<file path="src/rtl/wb_text_console_if.sv">
// Byte-stream input and Wishbone write-master bundle for wb_text_console.
interface wb_text_console_if;
  logic [7:0] I_rx_data;
  logic       I_rx_valid;
  logic       O_rx_ready;
  logic [7:0] O_wbm_adr;
  logic [7:0] O_wbm_dat;
  logic       O_wbm_we;
  logic       O_wbm_stb;
  logic       O_wbm_cyc;
  logic       I_wbm_ack;

  modport master (
    input  I_rx_data, I_rx_valid, I_wbm_ack,
    output O_rx_ready, O_wbm_adr, O_wbm_dat, O_wbm_we, O_wbm_stb, O_wbm_cyc
  );

  modport slave (
    output I_rx_data, I_rx_valid, I_wbm_ack,
    input  O_rx_ready, O_wbm_adr, O_wbm_dat, O_wbm_we, O_wbm_stb, O_wbm_cyc
  );
endinterface

</file>
<file path="src/rtl/wb_text_console.sv">
// Terminal engine: byte stream in, Wishbone register writes to the text generator out.
// Optional: define WB_TEXT_CONSOLE_ESC_EN to make ESC <b> load the attribute register.
module wb_text_console #(
  parameter int         COLS         = 80,
  parameter int         ROWS         = 26,
  parameter int         TAB_W        = 8,
  parameter logic [7:0] DEFAULT_ATTR = 8'h0F,
  parameter int         ACK_TIMEOUT  = 4095
) (
  input  logic                I_wb_clk,
  input  logic                I_wb_rst,
  wb_text_console_if.master   bus,
  output logic                O_busy,
  output logic                O_err
);

  localparam logic [2:0] ST_INIT   = 3'd0;
  localparam logic [2:0] ST_IDLE   = 3'd1;
  localparam logic [2:0] ST_DEC    = 3'd2;
  localparam logic [2:0] ST_LAUNCH = 3'd3;
  localparam logic [2:0] ST_WAIT   = 3'd4;
  localparam logic [2:0] ST_NEXT   = 3'd5;

  localparam logic [3:0] OP_INITATTR = 4'd0;
  localparam logic [3:0] OP_CLR      = 4'd1;
  localparam logic [3:0] OP_COL      = 4'd2;
  localparam logic [3:0] OP_ROW      = 4'd3;
  localparam logic [3:0] OP_CHR      = 4'd4;
  localparam logic [3:0] OP_BASEH1   = 4'd5;
  localparam logic [3:0] OP_BASEL1   = 4'd6;
  localparam logic [3:0] OP_FILL     = 4'd7;
  localparam logic [3:0] OP_BASEH2   = 4'd8;
  localparam logic [3:0] OP_BASEL2   = 4'd9;
  localparam logic [3:0] OP_ATTRF    = 4'd10;
  localparam logic [3:0] OP_SETATTR  = 4'd11;

  localparam logic [6:0] COL_LAST = 7'(COLS - 1);
  localparam logic [4:0] ROW_LAST = 5'(ROWS - 1);
  localparam int         TMO_W    = $clog2(ACK_TIMEOUT);
  localparam logic [TMO_W-1:0] TMO_LAST = TMO_W'(ACK_TIMEOUT - 1);

  logic [2:0]       st;
  logic [3:0]       op;
  logic [6:0]       col, wr_col, clr_cnt;
  logic [4:0]       row, wr_row;
  logic [7:0]       chr;
  logic [11:0]      base;
  logic             nl_pend;
  logic [7:0]       cur_attr;
  logic [TMO_W-1:0] tmo_cnt;
`ifdef WB_TEXT_CONSOLE_ESC_EN
  logic             esc_armed;
`endif

  logic [7:0] op_adr, op_dat;
  logic [3:0] op_nxt;
  logic       op_done;

  function automatic logic [6:0] tab_stop(input logic [6:0] c);
    logic [7:0] t;
    t = {1'b0, c | 7'(TAB_W - 1)} + 8'd1;
    return (t > {1'b0, COL_LAST}) ? COL_LAST : t[6:0];
  endfunction

  function automatic logic [4:0] row_inc(input logic [4:0] r);
    return (r == ROW_LAST) ? 5'd0 : r + 5'd1;
  endfunction

  function automatic logic [11:0] row_base(input logic [4:0] r);
    return 12'(r) * 12'(COLS);
  endfunction

  function automatic logic is_print(input logic [7:0] b);
    return (b >= 8'h20) && (b != 8'h7F);
  endfunction

  assign bus.O_rx_ready = (st == ST_IDLE);
  assign O_busy         = (st != ST_IDLE);

  always_comb begin
    op_adr  = 8'h00;
    op_dat  = 8'h00;
    op_nxt  = op;
    op_done = 1'b0;
    case (op)
      OP_INITATTR: begin op_adr = 8'h03; op_dat = DEFAULT_ATTR;           op_nxt = OP_CLR; end
      OP_CLR:      begin op_adr = 8'h0A;                                   op_done = 1'b1; end
      OP_COL:      begin op_adr = 8'h01; op_dat = {1'b0, wr_col};          op_nxt = OP_ROW; end
      OP_ROW:      begin op_adr = 8'h02; op_dat = {3'b000, wr_row};        op_nxt = OP_CHR; end
      OP_CHR: begin
        op_adr = 8'h04; op_dat = chr;
        op_nxt = OP_BASEH1; op_done = !nl_pend;
      end
      OP_BASEH1:   begin op_adr = 8'h06; op_dat = {4'h0, base[11:8]};     op_nxt = OP_BASEL1; end
      OP_BASEL1:   begin op_adr = 8'h07; op_dat = base[7:0];              op_nxt = OP_FILL; end
      OP_FILL: begin
        op_adr = 8'h08; op_dat = 8'h20;
        op_nxt = (clr_cnt == COL_LAST) ? OP_BASEH2 : OP_FILL;
      end
      OP_BASEH2:   begin op_adr = 8'h06; op_dat = {4'h0, base[11:8]};     op_nxt = OP_BASEL2; end
      OP_BASEL2:   begin op_adr = 8'h07; op_dat = base[7:0];              op_nxt = OP_ATTRF; end
      OP_ATTRF: begin
        op_adr = 8'h09; op_dat = cur_attr;
        op_done = (clr_cnt == COL_LAST);
      end
      OP_SETATTR:  begin op_adr = 8'h03; op_dat = cur_attr;               op_done = 1'b1; end
      default:     op_done = 1'b1;
    endcase
  end

  always_ff @(posedge I_wb_clk or posedge I_wb_rst) begin
    if (I_wb_rst) begin
      st            <= ST_INIT;
      op            <= OP_INITATTR;
      col           <= 7'd0;
      row           <= 5'd0;
      wr_col        <= 7'd0;
      wr_row        <= 5'd0;
      clr_cnt       <= 7'd0;
      chr           <= 8'h00;
      base          <= 12'd0;
      nl_pend       <= 1'b0;
      cur_attr      <= DEFAULT_ATTR;
      tmo_cnt       <= '0;
      O_err         <= 1'b0;
      bus.O_wbm_cyc <= 1'b0;
      bus.O_wbm_stb <= 1'b0;
      bus.O_wbm_we  <= 1'b0;
      bus.O_wbm_adr <= 8'h00;
      bus.O_wbm_dat <= 8'h00;
`ifdef WB_TEXT_CONSOLE_ESC_EN
      esc_armed     <= 1'b0;
`endif
    end else begin
      case (st)
        ST_INIT: begin
          op <= OP_INITATTR;
          st <= ST_LAUNCH;
        end
        ST_IDLE: begin
          if (bus.I_rx_valid) begin
            chr <= bus.I_rx_data;
            st  <= ST_DEC;
          end
        end
        ST_DEC: begin
          st <= ST_IDLE;
`ifdef WB_TEXT_CONSOLE_ESC_EN
          if (esc_armed) begin
            esc_armed <= 1'b0;
            cur_attr  <= chr;
            op        <= OP_SETATTR;
            st        <= ST_LAUNCH;
          end else
`endif
          begin
            case (chr)
              8'h0D: col <= 7'd0;
              8'h08: if (col != 7'd0) col <= col - 7'd1;
              8'h09: col <= tab_stop(col);
              8'h0A: begin
                row     <= row_inc(row);
                base    <= row_base(row_inc(row));
                clr_cnt <= 7'd0;
                op      <= OP_BASEH1;
                st      <= ST_LAUNCH;
              end
              8'h0C: begin
                col <= 7'd0;
                row <= 5'd0;
                op  <= OP_CLR;
                st  <= ST_LAUNCH;
              end
`ifdef WB_TEXT_CONSOLE_ESC_EN
              8'h1B: esc_armed <= 1'b1;
`endif
              default: begin
                if (is_print(chr)) begin
                  // Cursor advances now; the three writes use the snapshot
                  wr_col  <= col;
                  wr_row  <= row;
                  clr_cnt <= 7'd0;
                  op      <= OP_COL;
                  st      <= ST_LAUNCH;
                  if (col == COL_LAST) begin
                    col     <= 7'd0;
                    row     <= row_inc(row);
                    base    <= row_base(row_inc(row));
                    nl_pend <= 1'b1;
                  end else begin
                    col     <= col + 7'd1;
                    nl_pend <= 1'b0;
                  end
                end
              end
            endcase
          end
        end
        ST_LAUNCH: begin
          bus.O_wbm_cyc <= 1'b1;
          bus.O_wbm_stb <= 1'b1;
          bus.O_wbm_we  <= 1'b1;
          bus.O_wbm_adr <= op_adr;
          bus.O_wbm_dat <= op_dat;
          tmo_cnt       <= '0;
          st            <= ST_WAIT;
        end
        ST_WAIT: begin
          if (bus.I_wbm_ack || (tmo_cnt == TMO_LAST)) begin
            bus.O_wbm_cyc <= 1'b0;
            bus.O_wbm_stb <= 1'b0;
            bus.O_wbm_we  <= 1'b0;
            bus.O_wbm_adr <= 8'h00;
            bus.O_wbm_dat <= 8'h00;
            if (bus.I_wbm_ack) begin
              st <= ST_NEXT;
            end else begin
              O_err <= 1'b1;
              st    <= ST_IDLE;
            end
          end else begin
            tmo_cnt <= tmo_cnt + 1'b1;
          end
        end
        ST_NEXT: begin
          // This cycle also guarantees stb low between transactions
          if (op_done) begin
            st <= ST_IDLE;
          end else begin
            clr_cnt <= (op_nxt == op) ? clr_cnt + 7'd1 : 7'd0;
            op      <= op_nxt;
            st      <= ST_LAUNCH;
          end
        end
        default: st <= ST_INIT;
      endcase
    end
  end

endmodule

</file>
<file path="src/flat_wrapper.sv">
// flat-port wrapper written by rule: the top's interface ports become plain ports
module wb_text_console_flat 
#(
  parameter int         COLS         = 80,
  parameter int         ROWS         = 26,
  parameter int         TAB_W        = 8,
  parameter logic [7:0] DEFAULT_ATTR = 8'h0F,
  parameter int         ACK_TIMEOUT  = 4095
)
  (I_wb_clk, I_wb_rst, O_busy, O_err, bus_I_rx_data, bus_I_rx_valid, bus_I_wbm_ack, bus_O_rx_ready, bus_O_wbm_adr, bus_O_wbm_dat, bus_O_wbm_we, bus_O_wbm_stb, bus_O_wbm_cyc);
  wb_text_console_if bus_i ();
  input  logic I_wb_clk;
  input  logic I_wb_rst;
  output logic O_busy;
  output logic O_err;
  input wire logic [$bits(bus_i.I_rx_data)-1:0] bus_I_rx_data;
  input wire logic [$bits(bus_i.I_rx_valid)-1:0] bus_I_rx_valid;
  input wire logic [$bits(bus_i.I_wbm_ack)-1:0] bus_I_wbm_ack;
  output wire logic [$bits(bus_i.O_rx_ready)-1:0] bus_O_rx_ready;
  output wire logic [$bits(bus_i.O_wbm_adr)-1:0] bus_O_wbm_adr;
  output wire logic [$bits(bus_i.O_wbm_dat)-1:0] bus_O_wbm_dat;
  output wire logic [$bits(bus_i.O_wbm_we)-1:0] bus_O_wbm_we;
  output wire logic [$bits(bus_i.O_wbm_stb)-1:0] bus_O_wbm_stb;
  output wire logic [$bits(bus_i.O_wbm_cyc)-1:0] bus_O_wbm_cyc;
  assign bus_i.I_rx_data = bus_I_rx_data;
  assign bus_i.I_rx_valid = bus_I_rx_valid;
  assign bus_i.I_wbm_ack = bus_I_wbm_ack;
  assign bus_O_rx_ready = bus_i.O_rx_ready;
  assign bus_O_wbm_adr = bus_i.O_wbm_adr;
  assign bus_O_wbm_dat = bus_i.O_wbm_dat;
  assign bus_O_wbm_we = bus_i.O_wbm_we;
  assign bus_O_wbm_stb = bus_i.O_wbm_stb;
  assign bus_O_wbm_cyc = bus_i.O_wbm_cyc;
  wb_text_console #(.COLS(COLS), .ROWS(ROWS), .TAB_W(TAB_W), .DEFAULT_ATTR(DEFAULT_ATTR), .ACK_TIMEOUT(ACK_TIMEOUT)) u_core (.I_wb_clk(I_wb_clk), .I_wb_rst(I_wb_rst), .bus(bus_i), .O_busy(O_busy), .O_err(O_err));
endmodule
</file>
<file path="config.mk">
export PLATFORM = sky130hd
export DESIGN_NAME = wb_text_console_flat
export DESIGN_NICKNAME = d
export VERILOG_FILES = /design/src/rtl/wb_text_console_if.sv /design/src/rtl/wb_text_console.sv /design/src/flat_wrapper.sv
export SDC_FILE = /design/constraint.sdc
export NUM_CORES = 1
export LEC_CHECK = 0
export BUFFER_PORTS_ARGS = -buffer_cell sky130_fd_sc_hd__clkbuf_2
export CAP_MARGIN = 40
export CELL_PAD_IN_SITES_DETAIL_PLACEMENT = 0
export CELL_PAD_IN_SITES_GLOBAL_PLACEMENT = 1
export CORE_UTILIZATION = 33
export DETAILED_ROUTE_END_ITERATION = 10
export PLACE_DENSITY_LB_ADDON = 0.1
export SETUP_SLACK_MARGIN = 0.1
export SLEW_MARGIN = 20
export SYNTH_ARGS = -nofsm -noshare
export SYNTH_HDL_FRONTEND = slang
export SYNTH_SLANG_ARGS = --single-unit
</file>
<file path="constraint.sdc">
create_clock -name I_wb_clk -period 4 [get_ports I_wb_clk]
set_input_delay 0.8 -clock I_wb_clk [delete_from_list [all_inputs] [get_ports I_wb_clk]]
set_output_delay 0.8 -clock I_wb_clk [all_outputs]
set_load 0.02 [all_outputs]
</file>
==> summary.md, run 1 <==
| Metric | Value |
|---|---|
| Critical setup path kind | `flop to flop` |
| Max-cap violation count | `0` |
| Max-slew violations | `0` |
| CTS Buffer Depth | `2` |
| FP Rows | `44` |
| Pwr/cell area | `627 nW/um^2` |
| Critical path fanouts, max | `9` |
| Placed insts | `718` |
| Switching share of total power | `0.403` |
| First-pass GRT wire length | `21.8 mm` |
| Placed Area | `5290 um^2` |
| Syn avg cell area | `9.39 um^2` |
| Top achievable clock speed | `0.384 GHz` |
| Fin Setup TNS | `0 ns` |
| Reg clk slew, reported paths | `0.06 ns` |
| Crit path DAT | `2.88 ns` |
| Via count | `4079` |
| Vias in the first global route | `4002` |
| Total CTS buffers | `9` |
| Total iterations of the first detailed-routing run | `7` |
| Post_cts resized | `0` |
| Status | `complete, but fails checks` |
| Endpoints failing hold | `0` |
| Setup Skew | `0.00624 ns` |
| Remaining global-route overflow | `0` |
| RSZ-0062 raised after global routing | `no` |
| Remaining antenna violation count | `0` |
| Leakage | `2.41 nW` |
| Final cell count without fillers | `737` |
| Ys async rst share | `1.00` |
| Ant diodes | `0` |
| Min Tclk post-route | `2.60 ns` |
| Yosys reg bits | `81` |
| Critical Path RT | `4.28 ns` |
| Final design utilization | `0.385` |
| Area delta synth->final | `12.7%` |
| Drt drc | `4` |
| Failing checks | `DRC` |
| Final hold slack | `0.276 ns` |
| Largest net degree at the start of global routing | `42` |
| Post-synthesis cell count | `535` |
| Min-Delay Path Class | `input port to async pin` |
| Peak supply drop | `0.244 mV` |
| Post-route cell area | `5660 um^2` |
| Total net switching power | `1.43 mW` |
| RePlAce Congestion | `0.793` |
| Tot Pwr | `3.55 mW` |
| Crit start category | `flop` |
| Clk sink count | `81` |
| Initial antenna violation count | `0` |
| TritonCTS clock tree | `done` |
| Core Box Area | `14700 um^2` |
| Synth warn | `8` |
| Die outline height | `125 um` |
| DR iter-0 viols | `240` |
| Post-CTS Setup Repair Bufs | `0` |
| Final period util | `0.650` |
| Worst-Margin Slew | `0.877 ns` |
| Number of nets in the layout | `577` |
| H-tree levels | `3` |
| Io pins | `34` |
| Reg power frac | `0.379` |
| Final setup margin | `1.40 ns` |
| CTS Hold Buffers Added | `0` |
| Number of synthesized flops with an enable pin | `0` |
| # setup viols final | `0` |
| Worst slack, placed | `1.43 ns` |
| Die width | `125 um` |
| Comb power frac | `0.365` |
| Worst rel slew slack | `0.414` |
| Die area | `15700 um^2` |
| Drt wl/cell | `18.0 um` |
| Share of cells above drive strength 1 | `0.179` |
| Initial core utilization | `0.342` |
| Top FF cell, synth | `dfrtp_1` |
| # port buffers | `29` |
| Clk root buf | `clkbuf_16` |
| Hpwl dp | `9.53 mm` |
| Tot GR Track Use | `0.177` |
| Vias per cell | `5.53` |
| Synth unique cells | `70` |
| Internal power | `2.12 mW` |
| Clock Power Share | `0.256` |
| Clk_lat worst skew | `0.35 ns` |
| Sequential-to-total area share from yosys stat | `0.403` |
| Mapped cell area | `5020 um^2` |
| CP Capture Type | `flop` |
| Final WL | `13.3 mm` |
## power groups by stage
stage	registers (mW)	logic, mW	clock network (mW)
after CTS	1.36	1.29	0.931
final	1.34	1.29	0.910
after floorplan	1.20	1.05	0
after detailed placement	1.37	1.28	0
after global placement	1.37	1.26	0
after global routing	1.39	1.44	0.972
## worst max-delay path, stage by stage, from the launching register on
cell and delay [ns]:
dfrtp_1 0.51, nor4b_1 0.73, nand2_1 0.41, o221ai_1 0.63, a22o_1 0.25
## Yosys cell counts (all sizes together) (3+ instances only)
cell / instances / area share
dfrtp: 81 / 0.40
nand2: 36 / 0.028
nor2: 35 / 0.026
clkbuf: 30 / 0.022
mux2: 29 / 0.066
a21oi: 26 / 0.026
inv: 25 / 0.019
o21ai: 25 / 0.025
nor3: 24 / 0.027
a22o: 20 / 0.035
nand3: 19 / 0.019
ha: 16 / 0.040
xnor2: 13 / 0.023
buf: 10 / 0.012
nor4: 10 / 0.014
mux2i: 9 / 0.018
nand2b: 9 / 0.011
nand4: 9 / 0.011
a221oi: 7 / 0.012
a31oi: 7 / 0.0087
and3: 7 / 0.0087
a211o: 5 / 0.0087
nor2b: 5 / 0.0062
nor4b: 5 / 0.0087
o2bb2ai: 5 / 0.0087
a211oi: 4 / 0.0060
a21o: 4 / 0.0060
nor3b: 4 / 0.0060
o22ai: 4 / 0.0050
a22oi: 3 / 0.0045
a311oi: 3 / 0.0052
or2: 3 / 0.0037
or3: 3 / 0.0037
## registers in the layout, summed over array words and instances (netlist names)
signal and flops:
u_core.wr_col 7, u_core.nl_pend 1, u_core.wr_row 5, u_core.op 4, u_core.O_err 1, u_core.col 7
u_core.bus.O_wbm_we 1, u_core.bus.O_wbm_dat 8, u_core.st 3, u_core.base 8, u_core.chr 8, u_core.bus.O_wbm_adr 4
u_core.tmo_cnt 12, u_core.clr_cnt 7, u_core.row 5
## layer usage
| metal | part of all wire | global-route usage | up-vias |
|---|---|---|---|
| li1 | - | - | 1993 |
| met1 | 0.49 | 0.239 | 2024 |
| met2 | 0.47 | 0.287 | 49 |
| met3 | 0.026 | 0.0300 | 13 |
| met4 | 0.017 | 0.0617 | 0 |
| met5 | 0 | 0 | - |
## final cells by class
| cell class | count | area (um^2) |
|---|---|---|
| tap | 184 | 230 |
| timing repair buffer | 39 | 248 |
| inverter | 26 | 98.8 |
| clock buffer | 11 | 243 |
| multi-input combinational | 391 | 2740 |
| clock inverter | 5 | 78.8 |
| sequential | 81 | 2030 |
| fill | 1475 | 9040 |
## cell usage in the layout (no fill, tap or decap), types with 4 or more instances in the layout
master	instances
o2bb2ai_1	5
and3_1	7
nor3_1	22
clkbuf_16	9
inv_1	24
clkbuf_2	29
a211oi_1	4
conb_1	4
nor4b_1	5
buf_4	7
nor2b_1	5
nor2_1	35
ha_1	16
nor4_1	9
a22o_1	20
nand4_1	9
a21oi_1	26
nand2_1	35
mux2_2	27
o22ai_1	4
o21ai_0	25
mux2i_1	9
a211o_1	5
a31oi_1	7
xnor2_1	13
a21o_1	4
a221oi_1	7
nand3_1	19
nand2b_1	9
dfrtp_1	81
nor3b_1	4
## logic make-up (layout without fill, tap and decap cells)
logic type | Yosys count | count (layout) | share of synthesized area
other | 1 | 4 | 0.000746
AO/OA/AOI/OAI | 134 | 134 | 0.188
adder cells (fa/ha/maj) | 17 | 17 | 0.0438
AND/OR/NAND/NOR | 184 | 184 | 0.201
multiplexers | 38 | 38 | 0.0844
flip-flops | 81 | 81 | 0.403
buffers and inverters | 66 | 81 | 0.0543
XOR/XNOR | 14 | 14 | 0.0244
## path summary, 6_finish.rpt
path,cells past startpoint,from,endpoint,slack [ns]
setup reg to reg,4,u_core.chr[4],u_core.row[2],1.40
min in group I_wb_clk,1,u_core.O_err,u_core.O_err,0.48
hold reg to reg,1,u_core.O_err,u_core.O_err,0.48
setup / recovery,4,u_core.chr[4],u_core.row[2],1.40
max in group asynchronous,4,I_wb_rst,u_core.bus.O_wbm_dat[3],2.95
hold / removal,2,I_wb_rst,u_core.O_err,0.28
No activity file was read; power rests on OpenSTA's default activity.
==> run 2: changes to the inputs <==
ABC_AREA = 1   (was default)
clock period = 2.28 ns   (was 4 ns; I/O delays follow)
==> run 2 against run 1 <==
Net effect: the run now ends clean; fmax increased by 15%; combinational power up 84%; via count grew 15%; clock-buffer cell count rose by 1.
==> summary.md, run 2 <==
| Metric | Value |
|---|---|
| Peak supply drop | `0.392 mV (was 0.244 mV)` |
| Die outline height | `129 um (was 125 um)` |
| Worst Setup SP | `u_core.row[0] (was u_core.chr[4])` |
| Most frequent cells in the layout | `nand2_1 (181), dfrtp_1 (79), nand3_1 (71) (was dfrtp_1 (81), nor2_1 (35), nand2_1 (35))` |
| Switching share of total power | `0.433 (was 0.403)` |
| Tot Pwr | `5.82 mW (was 3.55 mW)` |
| Comb power frac | `0.408 (was 0.365)` |
| Setup Skew | `0.00847 ns (was 0.00624 ns)` |
| CTS Hold Buffers Added | `0 (unchanged)` |
| R2R cell count | `11 (was 4)` |
| Top FF cell, synth | `dfrtp_1 (unchanged)` |
| Ant diodes | `0 (unchanged)` |
| Remaining global-route overflow | `0 (unchanged)` |
| # fillers | `1647 (was 1475)` |
| RSZ-0062 raised after global routing | `yes (was no)` |
| Mapped cell area | `5310 um^2 (was 5020 um^2)` |
| R2R Path Start | `u_core.row[0] (was u_core.chr[4])` |
| Clk root buf | `clkbuf_16 (unchanged)` |
| Biggest register | `u_core.tmo_cnt (unchanged)` |
| Met3 wire length | `513 um (was 346 um)` |
| Die width | `129 um (was 125 um)` |
| Ys async rst share | `1.00 (unchanged)` |
| Max FFs per register | `12 (unchanged)` |
| Routed length on met2 | `7.05 mm (was 6.20 mm)` |
| Initial antenna violation count | `0 (unchanged)` |
| Io pins | `34 (unchanged)` |
| Dominant cell by count in the synthesized netlist | `nand2_1 (was dfrtp_1)` |
| Min-Delay Path Class | `input port to async pin (unchanged)` |
| Hpwl dp | `11.2 mm (was 9.53 mm)` |
| RePlAce Congestion | `0.878 (was 0.793)` |
| Vias per cell | `4.87 (was 5.53)` |
| Number of nets in the layout | `776 (was 577)` |
| Internal power | `3.30 mW (was 2.12 mW)` |
| Crit path DAT | `2.50 ns (was 2.88 ns)` |
| Total iterations of the first detailed-routing run | `5 (was 7)` |
| Number of synthesized flops with an enable pin | `0 (unchanged)` |
| Sequential Area | `2030 um^2 (about the same)` |
| # setup viols final | `0 (unchanged)` |
| FP Rows | `45 (was 44)` |
| Post-route cell area | `6170 um^2 (was 5660 um^2)` |
| Clk_lat worst skew | `0.34 ns (was 0.35 ns)` |
| Multi-input combinational cell area | `2980 um^2 (was 2740 um^2)` |
| Placed Area | `5720 um^2 (was 5290 um^2)` |
| Top cells by area, synth | `dfrtp_1 (38%), nand2_1 (13%), nand3_1 (6.9%), inv_1 (5.4%), nor2_1 (4.3%) (was dfrtp_1 (40%), mux2_2 (6.1%), ha_1 (4.0%), a22o_1 (3.5%), nand2_1 (2.6%))` |
| Critical setup path kind | `flop to flop (unchanged)` |
| Area delta synth->final | `16.3% (was 12.7%)` |
| Total CTS buffers | `9 (unchanged)` |
| Die area | `16600 um^2 (was 15700 um^2)` |
| # port buffers | `29 (unchanged)` |
| Clk sink count | `81 (unchanged)` |
| Highest routing layer actually used | `met4 (unchanged)` |
| Tot GR Track Use | `0.190 (was 0.177)` |
| Synth warn | `8 (unchanged)` |
| Crit start category | `flop (unchanged)` |
| Reg clk slew, reported paths | `0.06 ns (about the same)` |
| Largest net degree at the start of global routing | `44 (was 42)` |
| Sequential-to-total area share from yosys stat | `0.382 (was 0.403)` |
| CTS Buffer Depth | `2 (unchanged)` |
| Endpoints failing hold | `0 (unchanged)` |
| Post-synthesis cell count | `708 (was 535)` |
| Fin Setup TNS | `0 ns (unchanged)` |
| Syn avg cell area | `7.50 um^2 (was 9.39 um^2)` |
| Pwr/cell area | `943 nW/um^2 (was 627 nW/um^2)` |
| Synth cell count leaders | `nand2_1 (185), dfrtp_1 (81), inv_1 (76) (was dfrtp_1 (81), nand2_1 (35), nor2_1 (35))` |
| Worst rel slew slack | `0.562 (was 0.414)` |
| Drt drc | `0 (was 4)` |
| Max-slew violations | `0 (unchanged)` |
| Via count | `4694 (was 4079)` |
| Remaining antenna violation count | `0 (unchanged)` |
| Final WL | `14.5 mm (was 13.3 mm)` |
| Worst-Margin Slew | `0.656 ns (was 0.877 ns)` |
| Status | `finished clean (was complete, but fails checks)` |
| Synth unique cells | `43 (was 70)` |
| Top achievable clock speed | `0.441 GHz (was 0.384 GHz)` |
| Clock Power Share | `0.249 (was 0.256)` |
| H-tree levels | `3 (unchanged)` |
| Leakage | `3.06 nW (was 2.41 nW)` |
| Synth area leader | `dfrtp_1 (unchanged)` |
| Leading cell type in the layout, fill and taps excluded | `nand2_1 (was dfrtp_1)` |
| CP Capture Type | `flop (unchanged)` |
| Final period util | `0.994 (was 0.650)` |
| Initial core utilization | `0.344 (was 0.342)` |
| Drt wl/cell | `15.0 um (was 18.0 um)` |
| Critical Path RT | `2.51 ns (was 4.28 ns)` |
| Met1 wire length | `6.68 mm (was 6.48 mm)` |
| Yosys top cell area share | `0.382 (was 0.403)` |
| First-pass GRT wire length | `24.2 mm (was 21.8 mm)` |
| Min Tclk post-route | `2.27 ns (was 2.60 ns)` |
| Yosys reg bits | `81 (unchanged)` |
| Core Box Area | `15400 um^2 (was 14700 um^2)` |
| Reg power frac | `0.343 (was 0.379)` |
| Max-cap violation count | `0 (unchanged)` |
| Critical path fanouts, max | `4 (was 9)` |
| Share of cells above drive strength 1 | `0.203 (was 0.179)` |
| DR iter-0 viols | `246 (was 240)` |
| TritonCTS clock tree | `done (unchanged)` |
| Vias in the first global route | `4664 (was 4002)` |
| Total net switching power | `2.52 mW (was 1.43 mW)` |
[run 2: worst paths after layout]
kind / end / slack (ns)
max: u_core.base[10] / 0.01
min: u_core.base[9] / 0.09
max reg2reg: u_core.base[10] / 0.01
min reg2reg: u_core.O_err / 0.48
max in group asynchronous: u_core.wr_col[6] / 1.53
min in group I_wb_clk: u_core.O_err / 0.32
[run 2: stage by stage]
step | hold WS [ns] | cells | setup WS (ns) | util
3_3_place_gp | 0.450 | 941 | -0.00480 | 0.371
2_1_floorplan | 0.449 | 711 | 0.104 | -
4_1_cts | 0.0845 | 963 | -0.0153 | 0.397
3_5_place_dp | 0.457 | 941 | -0.150 | 0.371
5_1_grt | 0.0932 | 963 | -0.0931 | 0.400
6_report | 0.0851 | 963 | 0.0132 | 0.400
[run 2: timing repair]
item,4_1_cts,5_1_grt
pin swaps,10,8
resized for setup,18,11
setup buffers,6,0
setup endpoints to repair,4,4
[run 2: power groups by stage]
stage	clock, mW	combinational [mW]	sequential [mW]
CTS	1.49	2.40	2.00
detailed placement	0	2.39	2.02
floorplan	0	1.71	2.03
global route	1.56	2.69	2.04
finish	1.45	2.37	2.00
global placement	0	2.38	2.02
[run 2: area by class of cell]
| cell class | count | share of cell area |
|---|---|---|
| multi-input cells | 526 | 0.483 |
| flip-flops and latches | 81 | 0.329 |
| inverters | 87 | 0.0547 |
| repair buffers | 42 | 0.0440 |
| well taps | 211 | 0.0428 |
| clock buffers | 12 | 0.0383 |
| clock inverters | 4 | 0.00872 |
[run 2: critical path: stages, from the launching register on]
cell and delay, ns:
dfrtp_2 0.46, ha_4 0.19, nand2_4 0.08, inv_4 0.04, nor3_4 0.22, buf_4 0.16
ha_4 0.20, ha_1 0.30, a21oi_2 0.15, o21ai_1 0.09, xor2_1 0.18, o21ai_2 0.08
[run 2: routing by layer]
metal | GRT usage | vias up
met4 | 0.0561 | 0
met2 | 0.328 | 80
met5 | 0 | -
met1 | 0.242 | 2232
met3 | 0.0353 | 22
li1 | - | 2360
[run 2: logic make-up after synthesis]
group                      Yosys count  synth area share
buffers and inverters              104            0.0827
AOI/OAI and AO/OA                   97             0.104
other                                1          0.000707
adders and majority gates           17            0.0415
xor gates and xnor gates            15            0.0248
DFF                                 81             0.382
and+or+nand+nor                    393             0.364
==> run 3: changes to the inputs <==
RECOVER_POWER = 25   (was default)
==> run 3 against run 2 <==
Net effect: sequential share of layout area up 0.094 points; hold slack better by 0.078 ns; clock-buffer cell count unchanged; largest power group unchanged.
==> summary.md, run 3 (synthesis results as in run 2) <==
| Metric | Value |
|---|---|
| Status | `finished clean (unchanged)` |
| Placed insts | `941 (unchanged)` |
| Critical Path RT | `2.51 ns (about the same)` |
| Critical setup path kind | `flop to flop (unchanged)` |
| Worst Setup SP | `u_core.row[0] (unchanged)` |
| Core Box Area | `15400 um^2 (unchanged)` |
| Final design utilization | `0.399 (was 0.400)` |
| Final WL | `14.4 mm (was 14.5 mm)` |
| Remaining antenna violation count | `0 (unchanged)` |
| Leading cell type in the layout, fill and taps excluded | `nand2_1 (unchanged)` |
| Die area | `16600 um^2 (unchanged)` |
| Number of nets in the layout | `776 (unchanged)` |
| Via count | `4693 (was 4694)` |
| Share of cells above drive strength 1 | `0.203 (unchanged)` |
| Area delta synth->final | `15.9% (was 16.3%)` |
| Biggest register | `u_core.tmo_cnt (unchanged)` |
| Crit start category | `flop (unchanged)` |
| Switching share of total power | `0.432 (was 0.433)` |
| Clk_lat worst skew | `0.34 ns (about the same)` |
| R2R Path Start | `u_core.row[0] (unchanged)` |
| FF-to-FF setup slack | `0.01 ns (about the same)` |
| Worst rel slew slack | `0.244 (was 0.562)` |
| Crit path DAT | `2.50 ns (about the same)` |
| FP Rows | `45 (unchanged)` |
| Vias in the first global route | `4664 (unchanged)` |
| Max FFs per register | `12 (unchanged)` |
| DR iter-0 viols | `235 (was 246)` |
| Leakage | `3.06 nW (about the same)` |
| Io pins | `34 (unchanged)` |
| Initial core utilization | `0.344 (unchanged)` |
| # fillers | `1649 (was 1647)` |
| # setup viols final | `0 (unchanged)` |
| H-tree levels | `3 (unchanged)` |
| Reg-to-reg critical path endpoint | `u_core.base[10] (unchanged)` |
| Final cell count without fillers | `963 (unchanged)` |
| Reg clk slew, reported paths | `0.06 ns (about the same)` |
| # port buffers | `29 (unchanged)` |
| Setup Skew | `0.00656 ns (was 0.00847 ns)` |
| RSZ-0062 raised after global routing | `yes (unchanged)` |
| Die outline height | `129 um (unchanged)` |
| Critical path fanouts, max | `4 (unchanged)` |
| RePlAce Congestion | `0.878 (unchanged)` |
| Die width | `129 um (unchanged)` |
| Most frequent cells in the layout | `nand2_1 (181), dfrtp_1 (79), nand3_1 (71) (unchanged)` |
| Total CTS buffers | `9 (unchanged)` |
| Clk root buf | `clkbuf_16 (unchanged)` |
| Comb power frac | `0.407 (was 0.408)` |
| Final hold slack | `0.163 ns (was 0.0851 ns)` |
| Min-Delay Path Class | `input port to async pin (unchanged)` |
| Fin Setup TNS | `0 ns (unchanged)` |
| Total iterations of the first detailed-routing run | `5 (unchanged)` |
| TritonCTS clock tree | `done (unchanged)` |
| Hpwl dp | `11.2 mm (unchanged)` |
| First-pass GRT wire length | `24.2 mm (unchanged)` |
| CTS Buffer Depth | `2 (unchanged)` |
| Tot Pwr | `5.80 mW (was 5.82 mW)` |
| Worst slack, placed | `-0.150 ns (unchanged)` |
| Final period util | `0.995 (was 0.994)` |
| Max-cap violation count | `0 (unchanged)` |
| Min Tclk post-route | `2.27 ns (about the same)` |
| CP Capture Type | `flop (unchanged)` |
| Total net switching power | `2.51 mW (was 2.52 mW)` |
| Drt drc | `0 (unchanged)` |
| Pwr/cell area | `943 nW/um^2 (about the same)` |
| Endpoints failing hold | `0 (unchanged)` |
| Final setup margin | `0.0121 ns (was 0.0132 ns)` |
| Internal power | `3.29 mW (was 3.30 mW)` |
| Worst-path cell chain | `ha_4 > nand2_4 > inv_4 > nor3_4 > buf_4 > ha_4 > ha_1 > a21oi_2 > o21ai_1 > xor2_1 > o21ai_2 (unchanged)` |
| Clock Power Share | `0.249 (about the same)` |
| Post-route cell area | `6150 um^2 (was 6170 um^2)` |
| Reg power frac | `0.344 (was 0.343)` |
| Placed Area | `5720 um^2 (unchanged)` |
| Drt wl/cell | `15.0 um (about the same)` |
| Max-slew violations | `0 (unchanged)` |
| Clk sink count | `81 (unchanged)` |
| Most common cell on crit path | `ha_4 (unchanged)` |
| Initial antenna violation count | `0 (unchanged)` |
| Remaining global-route overflow | `0 (unchanged)` |
| Slowest cell on the critical path | `dfrtp_2 (unchanged)` |
| Worst-Margin Slew | `1.13 ns (was 0.656 ns)` |
| R2R cell count | `11 (unchanged)` |
| Tot GR Track Use | `0.190 (unchanged)` |
| Ant diodes | `0 (unchanged)` |
| Worst path max stage delay | `0.46 ns (about the same)` |
| Top achievable clock speed | `0.441 GHz (about the same)` |
| Peak supply drop | `0.392 mV (about the same)` |
| Vias per cell | `4.87 (about the same)` |
| Largest net degree at the start of global routing | `44 (unchanged)` |
## run 3: changes by cell type in the layout (fill, tap and decap cells not counted), sizes merged
cell / before / now
clkbuf: 41 / 42
buf: 13 / 12
## run 3: worst max-delay path, delay by kind of cell, from the launching register on
kind,cells,cell delay (ns)
xor+xnor,1,0.18
buf+inv,2,0.20
fa+ha+maj,3,0.69
flops,1,0.46
simple gates,2,0.30
compound gates,3,0.32
## run 3: how the worst max path moves through the flow
stage                           end
floorplan           u_core.base[11]
global placement    u_core.base[11]
detailed placement  u_core.base[11]
CTS                 u_core.base[10]
global route        u_core.base[11]
finish              u_core.base[10]
## run 3: layer usage
metal / wire [um] / track usage
met5: 0 / 0
met4: 240 / 0.0561
met3: 521 / 0.0353
met2: 7070 / 0.328
met1: 6600 / 0.242
## run 3: final cells by class
type	instances	area, um^2	area share
flip-flops and latches	81	2030	0.330
clock buffers	12	236	0.0384
clock inverters	4	53.8	0.00874
well taps	211	264	0.0429
inverters	87	335	0.0545
multi-input cells	526	2980	0.484
repair buffers	42	256	0.0417
## run 3: power groups by stage
stage	clock network [mW]	registers, mW	logic [mW]
5_1_grt	1.56	2.04	2.68
2_1_floorplan	0	2.03	1.71
3_5_place_dp	0	2.02	2.39
6_report	1.44	2.00	2.36
3_3_place_gp	0	2.02	2.38
4_1_cts	1.49	2.00	2.40
## run 3: what timing repair did
action | in CTS | in global routing
gates resized for setup | 18 | 11
setup endpoints to repair | 4 | 4
pin swaps | 10 | 8
hold buffers | 0 | 0
setup buffers | 6 | 0
